$ cat src/rtl/async_fifo_reader.sv
// Read-side consumer of an async FIFO: pops into a 2-entry buffer (main + skid)
// and streams downstream over valid/ready, with a flush mode that discards data.
module async_fifo_reader #(
  parameter int DSIZE = 8,
  parameter int CSIZE = 16
) (
  input  logic             rclk,
  input  logic             rrst,
  input  logic             rempty,
  input  logic [DSIZE-1:0] rdata,
  output logic             rinc,
  input  logic             en,
  input  logic             flush,
  output logic             m_valid,
  input  logic             m_ready,
  output logic [DSIZE-1:0] m_data,
  output logic             busy,
  output logic [CSIZE-1:0] rcount,
  output logic [CSIZE-1:0] dcount
);

  localparam logic [1:0] IDLE   = 2'd0;
  localparam logic [1:0] STREAM = 2'd1;
  localparam logic [1:0] FLUSH  = 2'd2;

  logic [1:0]       state_q, state_d;
  logic [1:0]       occ_q, occ_d;
  logic [DSIZE-1:0] buf0_q, buf0_d;
  logic [DSIZE-1:0] buf1_q, buf1_d;
  logic [CSIZE-1:0] rcount_q, rcount_d;
  logic [CSIZE-1:0] dcount_q, dcount_d;
  logic             xfer;
  logic             flush_acc;

  // rinc uses only registered state and rempty, so m_ready never reaches it.
  assign rinc = !rempty && ((state_q == STREAM && occ_q < 2'd2) || state_q == FLUSH);

  assign m_valid   = (state_q != FLUSH) && (occ_q != 2'd0);
  assign m_data    = buf0_q;
  assign busy      = (state_q != IDLE) || (occ_q != 2'd0);
  assign rcount    = rcount_q;
  assign dcount    = dcount_q;
  assign xfer      = m_valid && m_ready;
  assign flush_acc = (state_q != FLUSH) && flush;

  always_comb begin
    state_d  = state_q;
    occ_d    = occ_q;
    buf0_d   = buf0_q;
    buf1_d   = buf1_q;
    rcount_d = rcount_q;
    dcount_d = dcount_q;

    case (state_q)
      IDLE:    if (flush) state_d = FLUSH; else if (en) state_d = STREAM;
      STREAM:  if (flush) state_d = FLUSH; else if (!en) state_d = IDLE;
      FLUSH:   if (rempty) state_d = IDLE;
      default: state_d = IDLE;
    endcase

    if (xfer) rcount_d = rcount_q + 1'b1;

    if (flush_acc) begin
      // Whatever is left after this cycle's transfer, plus this cycle's pop, is dropped.
      dcount_d = dcount_q + CSIZE'(occ_q) - CSIZE'(xfer) + CSIZE'(rinc);
      occ_d    = 2'd0;
    end else if (state_q == FLUSH) begin
      if (rinc) dcount_d = dcount_q + 1'b1;
    end else begin
      case ({rinc, xfer})
        2'b10: begin
          if (occ_q == 2'd0) buf0_d = rdata;
          else               buf1_d = rdata;
          occ_d = occ_q + 2'd1;
        end
        2'b01: begin
          buf0_d = buf1_q;
          occ_d  = occ_q - 2'd1;
        end
        2'b11:   buf0_d = rdata;
        default: ;
      endcase
    end
  end

  always_ff @(posedge rclk or posedge rrst) begin
    if (rrst) begin
      state_q  <= IDLE;
      occ_q    <= 2'd0;
      buf0_q   <= '0;
      buf1_q   <= '0;
      rcount_q <= '0;
      dcount_q <= '0;
    end else begin
      state_q  <= state_d;
      occ_q    <= occ_d;
      buf0_q   <= buf0_d;
      buf1_q   <= buf1_d;
      rcount_q <= rcount_d;
      dcount_q <= dcount_d;
    end
  end

endmodule

$ cat config.mk
export PLATFORM = sky130hd
export DESIGN_NAME = async_fifo_reader
export DESIGN_NICKNAME = d
export VERILOG_FILES = /design/src/rtl/async_fifo_reader.sv
export SDC_FILE = /design/constraint.sdc
export NUM_CORES = 1
export LEC_CHECK = 0
export ABC_AREA = 1
export CAP_MARGIN = 20
export CORE_MARGIN = 2
export CORE_UTILIZATION = 50
export CTS_CLUSTER_SIZE = 10
export DETAILED_ROUTE_END_ITERATION = 8
export GPL_TIMING_DRIVEN = 0
export HOLD_SLACK_MARGIN = 0.1
export PLACE_DENSITY = 0.83
export SETUP_SLACK_MARGIN = 0.2
export SLEW_MARGIN = 20
export SYNTH_ARGS = -nofsm -noshare
export SYNTH_HDL_FRONTEND = slang
export SYNTH_SLANG_ARGS = --single-unit
$ cat constraint.sdc
create_clock -name rclk -period 2.6 [get_ports rclk]
set_input_delay 0.78 -clock rclk [delete_from_list [all_inputs] [get_ports rclk]]
set_output_delay 0.78 -clock rclk [all_outputs]
set_load 0.05 [all_outputs]
==> PnR_summary.wiki, run 1 <==
{| class="wikitable"
! Metric !! Value
|-
| Largest clock skew in the final design || 0.00638 ns
|-
| Worst slack on hold paths || 0.496 ns
|-
| Max Fclk || slightly above 400 MHz
|-
| Global-route wire length before repair || about 17 mm
|-
| Buffers added on ports || 56
|-
| Post-Route WL || 9.99 mm
|-
| Result of the run || complete, no violations
|-
| HPWL after detailed placement || between 7 and 8 mm
|-
| Bufs on Longest Clock Path || 2
|-
| RePlAce Congestion || 0.944
|-
| Cell with the biggest individual delay on the critical path || sky130_fd_sc_hd__dfrtp_1
|-
| Count of different cell masters after synthesis || 39
|-
| Crit Path Class || flop to flop
|-
| Cell family with the largest share of critical-path delay || adder cells
|-
| Synth Warn # || 0
|-
| Pins Over Slew Limit || 0
|-
| Total Routing Usage GR || 0.250
|-
| FF+latch count, synth || 52
|-
| Clock-pin slew on the worst setup and hold paths || around 0.10 ns
|-
| Sequential cell fraction of total power || 0.223
|-
| Cell area power density || 1370 mW/mm2
|-
| Post-route fraction of the period consumed by the critical path || 0.953
|-
| Buf/Inv on CP || 3
|-
| Worst ir drop on vdd || 798 uV
|-
| Net count of the mapped netlist || a little under 600
|-
| DRC violation count after routing || 0
|-
| Synth-to-Final Area Change || 25.9%
|-
| Fraction of synthesis flops using an asynchronous set or reset pin || 1.00
|-
| Leading cell type in the layout, fill and taps excluded || sky130_fd_sc_hd__nand2_1
|-
| Number of levels in the clock H-tree || 2
|-
| Share of final-layout standard cells stronger than drive strength 1 || 0.128
|-
| Largest fanout on the critical path || 3
|-
| Combinational Power Share || 0.701
|-
| Vias || 3,832
|-
| Num CTS Buffers || 5
|-
| Core region area || 0.00761 mm2
|-
| Predominant post-synthesis flop cell || sky130_fd_sc_hd__dfrtp_1
|-
| Number of diodes added for antenna fixing || 0
|-
| Rel. slew slack || 0.657
|-
| Number of global-route vias before repair || 3,812
|-
| CP required || 2.80 ns
|-
| TritonCTS clock tree || built
|-
| Unrepaired setup endpoints after global routing || true
|-
| Insertion delay to the later sink of the worst-skew pair || 0.31 ns
|-
| Worst Max-Slew Pin Slew || roughly 0.51 ns
|-
| Type of the tightest min-delay check || flop to flop
|-
| Net switching power || ~0.0037 W
|-
| Cell Area, Synth || 0.00387 mm2
|-
| Number of clock sinks seen by CTS || 52
|-
| Data arrival at the endpoint of the critical path || around 2.7 ns
|-
| Die area || 0.00845 mm2
|-
| Number of routed nets with antenna violations || 0
|-
| Final number of hold-violating endpoints || 0
|-
| Overflow left after global routing || 0
|-
| Syn avg cell area || 7.20 um2
|-
| CP Cell Sequence || inv_2, nand2_2, o21ai_2, nand2_4, fa_2, fa_2, buf_4, buf_6, nand3b_1, nand3_1, nand2_1, nand3_1, a21oi_1
|-
| Total internal power || 0.00297 W
|-
| Post-synthesis instance total || 537
|-
| Average wire per standard cell || 13.9 um
|-
| Setup TNS || 0 ns
|-
| Effective utilization at floorplan || 0.508
|-
| Drt initial violations || 313
|-
| Sw Ratio || 0.555
|-
| # IOs || 57
|-
| Number of enable flip-flop cells after synthesis || 0
|-
| Number of iterations in the first detailed-routing pass || 6
|-
| Cell leakage power || around 2.6 nW
|-
| Final Setup Violations || 0
|-
| Final net count || ~660
|-
| Element type at the critical path end || flop
|-
| Root buffer cell || sky130_fd_sc_hd__clkbuf_8
|-
| Leading cell types in the layout, fill and taps excluded || 145 x sky130_fd_sc_hd__nand2_1, 77 x sky130_fd_sc_hd__inv_1, 52 x sky130_fd_sc_hd__dfrtp_1, 37 x sky130_fd_sc_hd__nor2_1, 35 x sky130_fd_sc_hd__o21ai_0
|-
| Largest net degree at the start of global routing || 30
|-
| Floorplan die height || 92.0 um
|-
| Horiz. Die Dim || between 90 and 100 um
|-
| Relative contribution of the clock network to total power || 0.076
|-
| Highest cell delay on the worst timing path || 0.45 ns
|-
| Clock period minus worst slack || 2.48 ns
|-
| Post-synthesis sequential area ratio || 0.336
|-
| Routed vias/inst || ~5.3
|-
| Initial antenna violation count || 0
|-
| Max-capacitance violation count || 0
|-
| Number of placement rows || 32
|-
| Power Total || 0.00667 W
|-
| Launching element type of the critical path || flop
|}
[worst register-to-register path, stage by stage, from the launching register on]
cell,delay (ns)
sky130_fd_sc_hd__dfrtp_1,0.45
sky130_fd_sc_hd__inv_2,0.09
sky130_fd_sc_hd__nand2_2,0.06
sky130_fd_sc_hd__o21ai_2,0.18
sky130_fd_sc_hd__nand2_4,0.08
sky130_fd_sc_hd__fa_2,0.41
sky130_fd_sc_hd__fa_2,0.39
sky130_fd_sc_hd__buf_4,0.16
sky130_fd_sc_hd__buf_6,0.11
sky130_fd_sc_hd__nand3b_1,0.17
sky130_fd_sc_hd__nand3_1,0.09
sky130_fd_sc_hd__nand2_1,0.05
sky130_fd_sc_hd__nand3_1,0.08
sky130_fd_sc_hd__a21oi_1,0.06
[final timing paths]
kind	slack (ns)	end	cells past startpoint	startpoint
min in group asynchronous	0.81	buf1_q[5]$_DFFE_PP0P_	2	rrst
setup reg to reg	0.12	dcount[10]$_DFFE_PP0P_	13	state_q[1]$_DFFE_PP0P_
setup / recovery	0.12	dcount[10]$_DFFE_PP0P_	13	state_q[1]$_DFFE_PP0P_
hold / removal	0.50	buf1_q[0]$_DFFE_PP0P_	2	buf1_q[0]$_DFFE_PP0P_
hold reg to reg	0.50	buf1_q[0]$_DFFE_PP0P_	2	buf1_q[0]$_DFFE_PP0P_
max in group asynchronous	1.25	rcount[6]$_DFFE_PP0P_	3	rrst
[cell families after synthesis]
family                     Yosys count  share of synthesized area
and+or+nand+nor                    259                      0.309
buffers and inverters               94                     0.0967
AOI/OAI and AO/OA                   83                      0.113
DFF                                 52                      0.336
adders and majority gates           31                      0.104
xor gates and xnor gates            18                     0.0408
[timing repair]
action	CTS	global route
hold buffers	0	0
setup endpoints to repair	31	24
pin swaps	9	15
setup buffers	12	4
gates resized for setup	37	25
[metal layers]
metal	GRT usage	vias to the layer above	wire length [um]
li1	-	1871	-
met1	0.325	1795	4230
met2	0.426	133	4880
met3	0.0345	33	595
met4	0.0896	0	284
met5	0	-	0
[synth_stat cells, types with 2 or more instances]
cell type,count,area share
sky130_fd_sc_hd__nand3b_1,4,0.0078
sky130_fd_sc_hd__nand4_1,8,0.013
sky130_fd_sc_hd__o21ai_0,36,0.047
sky130_fd_sc_hd__nand2_2,4,0.0065
sky130_fd_sc_hd__dfrtp_1,52,0.34
sky130_fd_sc_hd__nor2_4,2,0.0058
sky130_fd_sc_hd__inv_1,81,0.079
sky130_fd_sc_hd__nand3_1,31,0.040
sky130_fd_sc_hd__nand2_1,150,0.15
sky130_fd_sc_hd__inv_2,4,0.0039
sky130_fd_sc_hd__nand4_4,2,0.011
sky130_fd_sc_hd__nor3_1,6,0.0078
sky130_fd_sc_hd__xnor2_1,6,0.014
sky130_fd_sc_hd__nor2_2,3,0.0049
sky130_fd_sc_hd__ha_1,29,0.094
sky130_fd_sc_hd__o21ai_1,12,0.016
sky130_fd_sc_hd__and3_1,2,0.0032
sky130_fd_sc_hd__o211ai_1,2,0.0039
sky130_fd_sc_hd__fa_1,2,0.010
sky130_fd_sc_hd__xor2_1,12,0.027
sky130_fd_sc_hd__a31oi_1,5,0.0081
sky130_fd_sc_hd__a21oi_1,24,0.031
sky130_fd_sc_hd__nand2_4,4,0.012
sky130_fd_sc_hd__buf_2,5,0.0065
sky130_fd_sc_hd__nor2_1,37,0.036
[per-stage QoR]
step                      instances  instance area (um2)   util  setup slack, ns
after floorplan                 537                 3880      -          -0.0336
after CTS                       716                 4790  0.630            0.104
final                           720                 4870  0.640            0.123
after global routing            720                 4870  0.640           0.0266
after detailed placement        696                 4590  0.603           -0.939
after global placement          695                 4570  0.600           -0.931
[sequential cells by signal, indices dropped and copies added, names as in the netlist]
signal   count
buf1_q       8
dcount      16
m_data       8
occ_q        2
rcount      16
state_q      2
[layout make-up]
| class | count | area (um2) |
|---|---|---|
| Multi-Input combinational cell | 391 | 2260 |
| Clock inverter | 2 | 13.8 |
| Inverter | 87 | 334 |
| Fill cell | 637 | 2740 |
| Timing Repair Buffer | 73 | 711 |
| Tap cell | 102 | 128 |
| Sequential cell | 52 | 1300 |
| Clock buffer | 6 | 82.6 |
| Buffer | 7 | 43.8 |
[power by group through the flow]
stage	combinational (W)	clock (W)	sequential (W)
after floorplan	0.00249	0	0.00218
after global placement	0.00423	0	0.00149
after detailed placement	0.00435	0	0.00151
after CTS	0.00448	0.000509	0.00149
after global routing	0.00517	0.000539	0.00155
final	0.00467	0.000507	0.00149
No activity file was read; power rests on OpenSTA's default activity.
==> run 2, diff against run 1 <==
==> constraint.sdc (replaced) <==
create_clock -name rclk -period 2.6 [get_ports rclk]
set_input_delay 0.26 -clock rclk [delete_from_list [all_inputs] [get_ports rclk]]
set_output_delay 0.26 -clock rclk [all_outputs]
set_load 0.05 [all_outputs]
==> run 2 against run 1 <==
Register-to-register slack about the same. Cell count up 0.69%. Clock-buffer cell count unchanged. Clock power up 11%. Setup slack better by 0.011 ns. Critical path type unchanged. Largest power group unchanged.
==> PnR_summary.wiki, run 2 (synthesis results as in run 1) <==
{| class="wikitable"
! Metric !! Value
|-
| Pins Over Slew Limit || 0
|-
| Worst ir drop on vdd || ~640 uV
|-
| HPWL after detailed placement || 7.08 mm
|-
| Net switching power || about 0.0037 W
|-
| Clock-pin slew on the worst setup and hold paths || 0.10 ns
|-
| Crit Path Class || flop to flop
|-
| Post-route fraction of the period consumed by the critical path || 0.948
|-
| Unrepaired setup endpoints after global routing || true
|-
| Total Routing Usage GR || 0.239
|-
| Bufs on Longest Clock Path || 2
|-
| Vias || 3,820
|-
| Leading cell types in the layout, fill and taps excluded || 143 x sky130_fd_sc_hd__nand2_1, 77 x sky130_fd_sc_hd__inv_1, 55 x sky130_fd_sc_hd__clkdlybuf4s50_1, 50 x sky130_fd_sc_hd__dfrtp_1, 36 x sky130_fd_sc_hd__nor2_1
|-
| Largest clock skew in the final design || 0.00771 ns
|-
| Final number of hold-violating endpoints || 0
|-
| Overflow left after global routing || 0
|-
| Share of final-layout standard cells stronger than drive strength 1 || 0.140
|-
| Number of iterations in the first detailed-routing pass || 4
|-
| Max Fclk || roughly 410 MHz
|-
| Total internal power || about 0.0031 W
|-
| Type of the tightest min-delay check || input pin to async pin
|-
| Cts-stage hold buffer count || 0
|-
| Core region area || 0.00761 mm2
|-
| Clock period minus worst slack || 2.47 ns
|-
| Leading cell type in the layout, fill and taps excluded || sky130_fd_sc_hd__nand2_1
|-
| Global-route wire length before repair || about 17 mm
|-
| Drt initial violations || approximately 190
|-
| Number of clock sinks seen by CTS || 52
|-
| Routed vias/inst || 5.27
|-
| Largest net degree at the start of global routing || 35
|-
| Number of global-route vias before repair || around 3,600
|-
| Final instance area || 0.00493 mm2
|-
| # IOs || 57
|-
| Largest fanout on the critical path || 4
|-
| Setup WS post-layout || 0.134 ns
|-
| Number of diodes added for antenna fixing || 0
|-
| Rel. slew slack || 0.649
|-
| Power Total || 0.00687 W
|-
| Post-Place Cell Area || between 0.004 and 0.005 mm2
|-
| Combinational Power Share || 0.699
|-
| Relative contribution of the clock network to total power || 0.082
|-
| Worst Max-Slew Pin Slew || 0.525 ns
|-
| Launching element type of the critical path || flop
|-
| DRC violation count after routing || 0
|-
| CP required || 2.84 ns
|-
| Sequential cell fraction of total power || 0.219
|-
| Final net count || 667
|-
| Max-capacitance violation count || 0
|-
| Setup slack at placement || -0.430 ns
|-
| Horiz. Die Dim || 92.0 um
|-
| Average wire per standard cell || 13.7 um
|-
| Sw Ratio || 0.542
|-
| Cell area power density || 1390 mW/mm2
|-
| Synth-to-Final Area Change || 27.5%
|-
| Number of routed nets with antenna violations || 0
|-
| Element type at the critical path end || flop
|-
| Floorplan die height || 92.0 um
|-
| Effective utilization at floorplan || 0.508
|-
| Root buffer cell || sky130_fd_sc_hd__clkbuf_8
|-
| RePlAce Congestion || between 0.8 and 0.9
|-
| Result of the run || complete, no violations
|-
| Number of placement rows || 32
|-
| Cell leakage power || 2.52 nW
|-
| Insertion delay to the later sink of the worst-skew pair || 0.31 ns
|-
| Die area || about 0.0085 mm2
|-
| Buffers added on ports || 56
|-
| TritonCTS clock tree || built
|-
| Final Setup Violations || 0
|-
| Num CTS Buffers || 5
|-
| Initial antenna violation count || 0
|-
| Number of levels in the clock H-tree || 2
|-
| Data arrival at the endpoint of the critical path || 2.71 ns
|-
| Post-Route WL || about 9.9 mm
|}
run 2: cell count changes in the layout (fill, tap and decap cells not counted), sizes merged:
cell	change
buf	+3
bufinv	+1
clkbuf	-2
clkdlybuf4s15	-1
clkdlybuf4s50	+26
clkinvlp	-1
dlygate4sd2	-13
dlymetal6s2s	-8
run 2: area by class of cell:
cell class / count / area (um2)
Multi-Input combinational cell: 391 / 2280
Inverter: 87 / 330
Clock inverter: 2 / 35.0
Sequential cell: 52 / 1300
Timing Repair Buffer: 78 / 741
Buffer: 7 / 43.8
Fill cell: 672 / 2680
Clock buffer: 6 / 72.6
Tap cell: 102 / 128
run 2: worst paths after layout:
| path | from | to | slack (ns) | cells after the start |
|---|---|---|---|---|
| min reg2reg | buf1_q[2]$_DFFE_PP0P_ | buf1_q[2]$_DFFE_PP0P_ | 0.49 | 2 |
| max reg2reg | state_q[0]$_DFFE_PP0P_ | dcount[6]$_DFFE_PP0P_ | 0.13 | 13 |
| min in group rclk | buf1_q[2]$_DFFE_PP0P_ | buf1_q[2]$_DFFE_PP0P_ | 0.49 | 2 |
| max in group asynchronous | rrst | state_q[1]$_DFFE_PP0P_ | 1.80 | 3 |
| min | rrst | buf1_q[1]$_DFFE_PP0P_ | 0.26 | 2 |
| max | state_q[0]$_DFFE_PP0P_ | dcount[6]$_DFFE_PP0P_ | 0.13 | 13 |
run 2: critical path, cell delays in order (launching register included):
cell and delay (ns):
sky130_fd_sc_hd__dfrtp_1 0.42, sky130_fd_sc_hd__inv_2 0.09, sky130_fd_sc_hd__nand2_4 0.07, sky130_fd_sc_hd__nand2_4 0.10
sky130_fd_sc_hd__nor2_8 0.04, sky130_fd_sc_hd__xor2_2 0.15, sky130_fd_sc_hd__fa_2 0.38, sky130_fd_sc_hd__fa_2 0.40
sky130_fd_sc_hd__o21ai_4 0.16, sky130_fd_sc_hd__nand2_1 0.08, sky130_fd_sc_hd__nand2_2 0.09, sky130_fd_sc_hd__xor2_1 0.19
sky130_fd_sc_hd__nand2_1 0.10, sky130_fd_sc_hd__a21oi_2 0.13
run 2: layer usage:
layer | track usage | share of wire | vias up
met5 | 0 | 0 | -
met4 | 0.0684 | 0.012 | 0
met3 | 0.0370 | 0.046 | 10
met2 | 0.416 | 0.50 | 96
met1 | 0.308 | 0.44 | 1834
li1 | - | - | 1880
run 2: per-stage QoR:
stage | cells | TNS (ns) | util | hold slack [ns]
6_report | 725 | 0 | 0.648 | 0.259
4_1_cts | 718 | 0 | 0.636 | 0.276
3_3_place_gp | 695 | -1.69 | 0.600 | 0.462
5_1_grt | 725 | 0 | 0.648 | 0.298
2_1_floorplan | 537 | 0 | - | 0.405
3_5_place_dp | 696 | -2.16 | 0.602 | 0.469
run 2: power by group through the flow:
stage | clock network, W | logic, W | registers [W]
final | 0.000561 | 0.00480 | 0.00150
after global routing | 0.000592 | 0.00529 | 0.00155
after CTS | 0.000564 | 0.00458 | 0.00149
after detailed placement | 0 | 0.00431 | 0.00151
after global placement | 0 | 0.00421 | 0.00150
after floorplan | 0 | 0.00248 | 0.00218
run 2: repair_timing:
item                                   in CTS  in global routing
setup endpoints to repair                   7                 13
pin swaps                                  11                 16
endpoints found under the hold margin       0                  0
resized for setup                          11                 14
setup buffers                              14                  7
==> run 3, diff against run 2 <==
--- a/config.mk
+++ b/config.mk
@@ -7,8 +7,10 @@
 export LEC_CHECK = 0
 export ABC_AREA = 1
 export CAP_MARGIN = 20
+export CELL_PAD_IN_SITES_DETAIL_PLACEMENT = 0
+export CELL_PAD_IN_SITES_GLOBAL_PLACEMENT = 2
 export CORE_MARGIN = 2
-export CORE_UTILIZATION = 50
+export CORE_UTILIZATION = 28
 export CTS_CLUSTER_SIZE = 10
 export DETAILED_ROUTE_END_ITERATION = 8
 export GPL_TIMING_DRIVEN = 0
==> run 3 against run 2 <==
Clock power increased by 24%. Core utilization shrank 26 points. Critical endpoint is now dcount[14]$_DFFE_PP0P_. Total power grew 4.3%. Sequential share of layout area fell by 1.0 points. Fmax down 0.13%. Highest routed layer unchanged. Non-clock buffer count decreased by 2. Critical path type unchanged. Flip-flop and latch count stayed put. Clock-buffer cell count unchanged. Die area rose by 75%. Largest power group unchanged.
==> PnR_summary.wiki, run 3 (synthesis results as in run 1) <==
{| class="wikitable"
! Metric !! Value
|-
| Pins Over Slew Limit || 0
|-
| Worst hold start || m_ready
|-
| Clock period minus worst slack || 2.47 ns
|-
| Effective utilization at floorplan || 0.290
|-
| Largest clock skew in the final design || 0.00795 ns
|-
| Vias || 3,681
|-
| Result of the run || complete, no violations
|-
| Data arrival at the endpoint of the critical path || 2.70 ns
|-
| Post-Route Utilization || 0.384
|-
| Bufs on Longest Clock Path || 2
|-
| Cell leakage power || 2.55 nW
|-
| Post-route fraction of the period consumed by the critical path || 0.950
|-
| Number of clock sinks seen by CTS || 52
|-
| CP required || approximately 2.8 ns
|-
| Number of iterations in the first detailed-routing pass || 4
|-
| Cell family with the largest share of critical-path delay || adder cells
|-
| Largest fanout on the critical path || 3
|-
| Largest net degree at the start of global routing || 53
|-
| Number of diodes added for antenna fixing || 0
|-
| Die area || 0.0148 mm2
|-
| Final number of hold-violating endpoints || 0
|-
| Setup TNS || 0 ns
|-
| RePlAce Congestion || 0.831
|-
| Final net count || between 600 and 700
|-
| Highest cell delay on the worst timing path || 0.42 ns
|-
| HPWL after detailed placement || 8.08 mm
|-
| Element type at the critical path end || flop
|-
| Buffers added on ports || 56
|-
| # IOs || 57
|-
| Capturing point of the worst reg2reg path || dcount[14]$_DFFE_PP0P_
|-
| Buf/Inv on CP || 1
|-
| Rel. slew slack || 0.546
|-
| Origin of the critical flop-to-flop path || occ_q[1]$_DFFE_PP0P_
|-
| Final Setup Violations || 0
|-
| Number of global-route vias before repair || between 3,000 and 4,000
|-
| Initial antenna violation count || 0
|-
| CP Cell Sequence || inv_2, nand2_4, nand2_4, nor2_8, xor2_2, fa_2, fa_2, o21ai_4, nand2_1, nand2_2, nand2_2, nand2_1, nand2_1, nand3_2, nand2_1, nand2_1
|-
| Unrepaired setup endpoints after global routing || true
|-
| Floorplan die height || around 120 um
|-
| Number of routed nets with antenna violations || 0
|-
| Type of the tightest min-delay check || input pin to flop
|-
| Global-route wire length before repair || 18.2 mm
|-
| Share of final-layout standard cells stronger than drive strength 1 || 0.151
|-
| Post-Route WL || 10.9 mm
|-
| DRC violation count after routing || 0
|-
| Number of cells traversed by the worst hold path || 3
|-
| Worst slack on hold paths || around 0.40 ns
|-
| Worst Max-Slew Pin Slew || 0.681 ns
|-
| Root buffer cell || sky130_fd_sc_hd__clkbuf_16
|-
| Drt initial violations || between 150 and 200
|-
| Worst ir drop on vdd || 472 uV
|-
| Number of levels in the clock H-tree || 2
|-
| Insertion delay to the later sink of the worst-skew pair || 0.29 ns
|-
| Hold EP || rcount[15]$_DFFE_PP0P_
|-
| Routed vias/inst || 4.62
|-
| Launching element type of the critical path || flop
|-
| Leading cell type in the layout, fill and taps excluded || sky130_fd_sc_hd__nand2_1
|-
| Top cell by count, worst path || sky130_fd_sc_hd__nand2_1
|-
| Cell with the biggest individual delay on the critical path || sky130_fd_sc_hd__dfrtp_1
|-
| Filler Cell Count || 1,423
|-
| Synth-to-Final Area Change || 32.6%
|-
| Max-capacitance violation count || 0
|-
| Horiz. Die Dim || 122 um
|-
| Cts-stage hold buffer count || 0
|-
| Total Routing Usage GR || 0.155
|-
| Final instance area || 0.00513 mm2
|-
| Number of cell instances on the worst register-to-register path || 16
|-
| Leading cell types in the layout, fill and taps excluded || 143 x sky130_fd_sc_hd__nand2_1, 76 x sky130_fd_sc_hd__inv_1, 54 x sky130_fd_sc_hd__clkdlybuf4s50_1, 50 x sky130_fd_sc_hd__dfrtp_1, 36 x sky130_fd_sc_hd__nor2_1
|-
| Worst reg-to-reg setup slack || 0.13 ns
|-
| Cell area power density || 1400 mW/mm2
|-
| Num CTS Buffers || 5
|-
| Clock-pin slew on the worst setup and hold paths || 0.08 ns
|-
| Power Total || a little over 0.007 W
|-
| Post-Place Cell Area || 0.00466 mm2
|-
| TritonCTS clock tree || built
|-
| Max Fclk || 405 MHz
|-
| Average wire per standard cell || between 10 and 15 um
|-
| Number of placement rows || 42
|-
| Core region area || between 0.01 and 0.015 mm2
|-
| Crit Path Class || flop to flop
|-
| Overflow left after global routing || 0
|}
run 3: changes by cell type in the layout (fill, tap and decap cells not counted), moves of 2 or more:
| cell | change |
|---|---|
| sky130_fd_sc_hd__buf_4 | -6 |
| sky130_fd_sc_hd__buf_6 | +5 |
| sky130_fd_sc_hd__clkbuf_16 | +5 |
| sky130_fd_sc_hd__nand3_1 | -5 |
| sky130_fd_sc_hd__clkbuf_8 | -4 |
| sky130_fd_sc_hd__nand3_2 | +4 |
| sky130_fd_sc_hd__a21oi_1 | -2 |
| sky130_fd_sc_hd__a21oi_2 | +2 |
| sky130_fd_sc_hd__inv_4 | +2 |
| sky130_fd_sc_hd__nand2_2 | -2 |
run 3: power breakdown:
| group | total, W | internal [W] | switching, W | leakage [nW] |
|---|---|---|---|---|
| clock network | 0.000697 | 0.000386 | 0.000311 | 0.0772 |
| registers | 0.00150 | 0.00111 | 0.000396 | 0.643 |
| logic | 0.00496 | 0.00182 | 0.00314 | 1.83 |
| total | 0.00716 | 0.00331 | 0.00385 | 2.55 |
run 3: stage by stage:
stage | setup WS (ns) | std cells
after floorplan | 0.227 | 537
after global placement | -0.458 | 769
after detailed placement | -0.472 | 769
after CTS | 0.0753 | 792
after global routing | 0.0126 | 797
final | 0.131 | 797
run 3: timing repair:
item	CTS	global route
gates resized for setup	14	31
setup endpoints to repair	11	14
cloned	0	0
buffers inserted	15	5
pin swaps	14	16
run 3: final cells by class:
class | instances | area (um2) | share of cell area
repair buffers | 76 | 731 | 0.142
multi-input cells | 391 | 2340 | 0.457
plain buffers | 7 | 43.8 | 0.00854
inverters | 87 | 334 | 0.0651
clock inverters | 2 | 13.8 | 0.00268
well taps | 176 | 220 | 0.0429
clock buffers | 6 | 139 | 0.0271
flip-flops and latches | 52 | 1300 | 0.254
run 3: how the worst max path moves through the flow:
stage                                 from                     end  slack [ns]  cells past startpoint
finish                occ_q[1]$_DFFE_PP0P_  dcount[14]$_DFFE_PP0P_        0.13                     16
global route          occ_q[1]$_DFFE_PP0P_   dcount[6]$_DFFE_PP0P_        0.01                     13
CTS                   occ_q[1]$_DFFE_PP0P_  dcount[14]$_DFFE_PP0P_        0.08                     15
detailed placement                 m_ready  dcount[14]$_DFFE_PP0P_       -0.47                     14
global placement                   m_ready  dcount[14]$_DFFE_PP0P_       -0.46                     14
floorplan           state_q[0]$_DFFE_PP0P_  dcount[14]$_DFFE_PP0P_        0.23                     15
run 3: routing by layer:
metal  part of all wire  GRT usage
met1               0.48      0.209
met2               0.47      0.251
met3              0.040     0.0357
met4              0.014     0.0366
met5                  0          0
run 3: worst min-delay path: stages:
cell and delay [ns]:
sky130_fd_sc_hd__dlymetal6s2s_1 0.19, sky130_fd_sc_hd__nand2_8 0.13, sky130_fd_sc_hd__o21ai_0 0.08
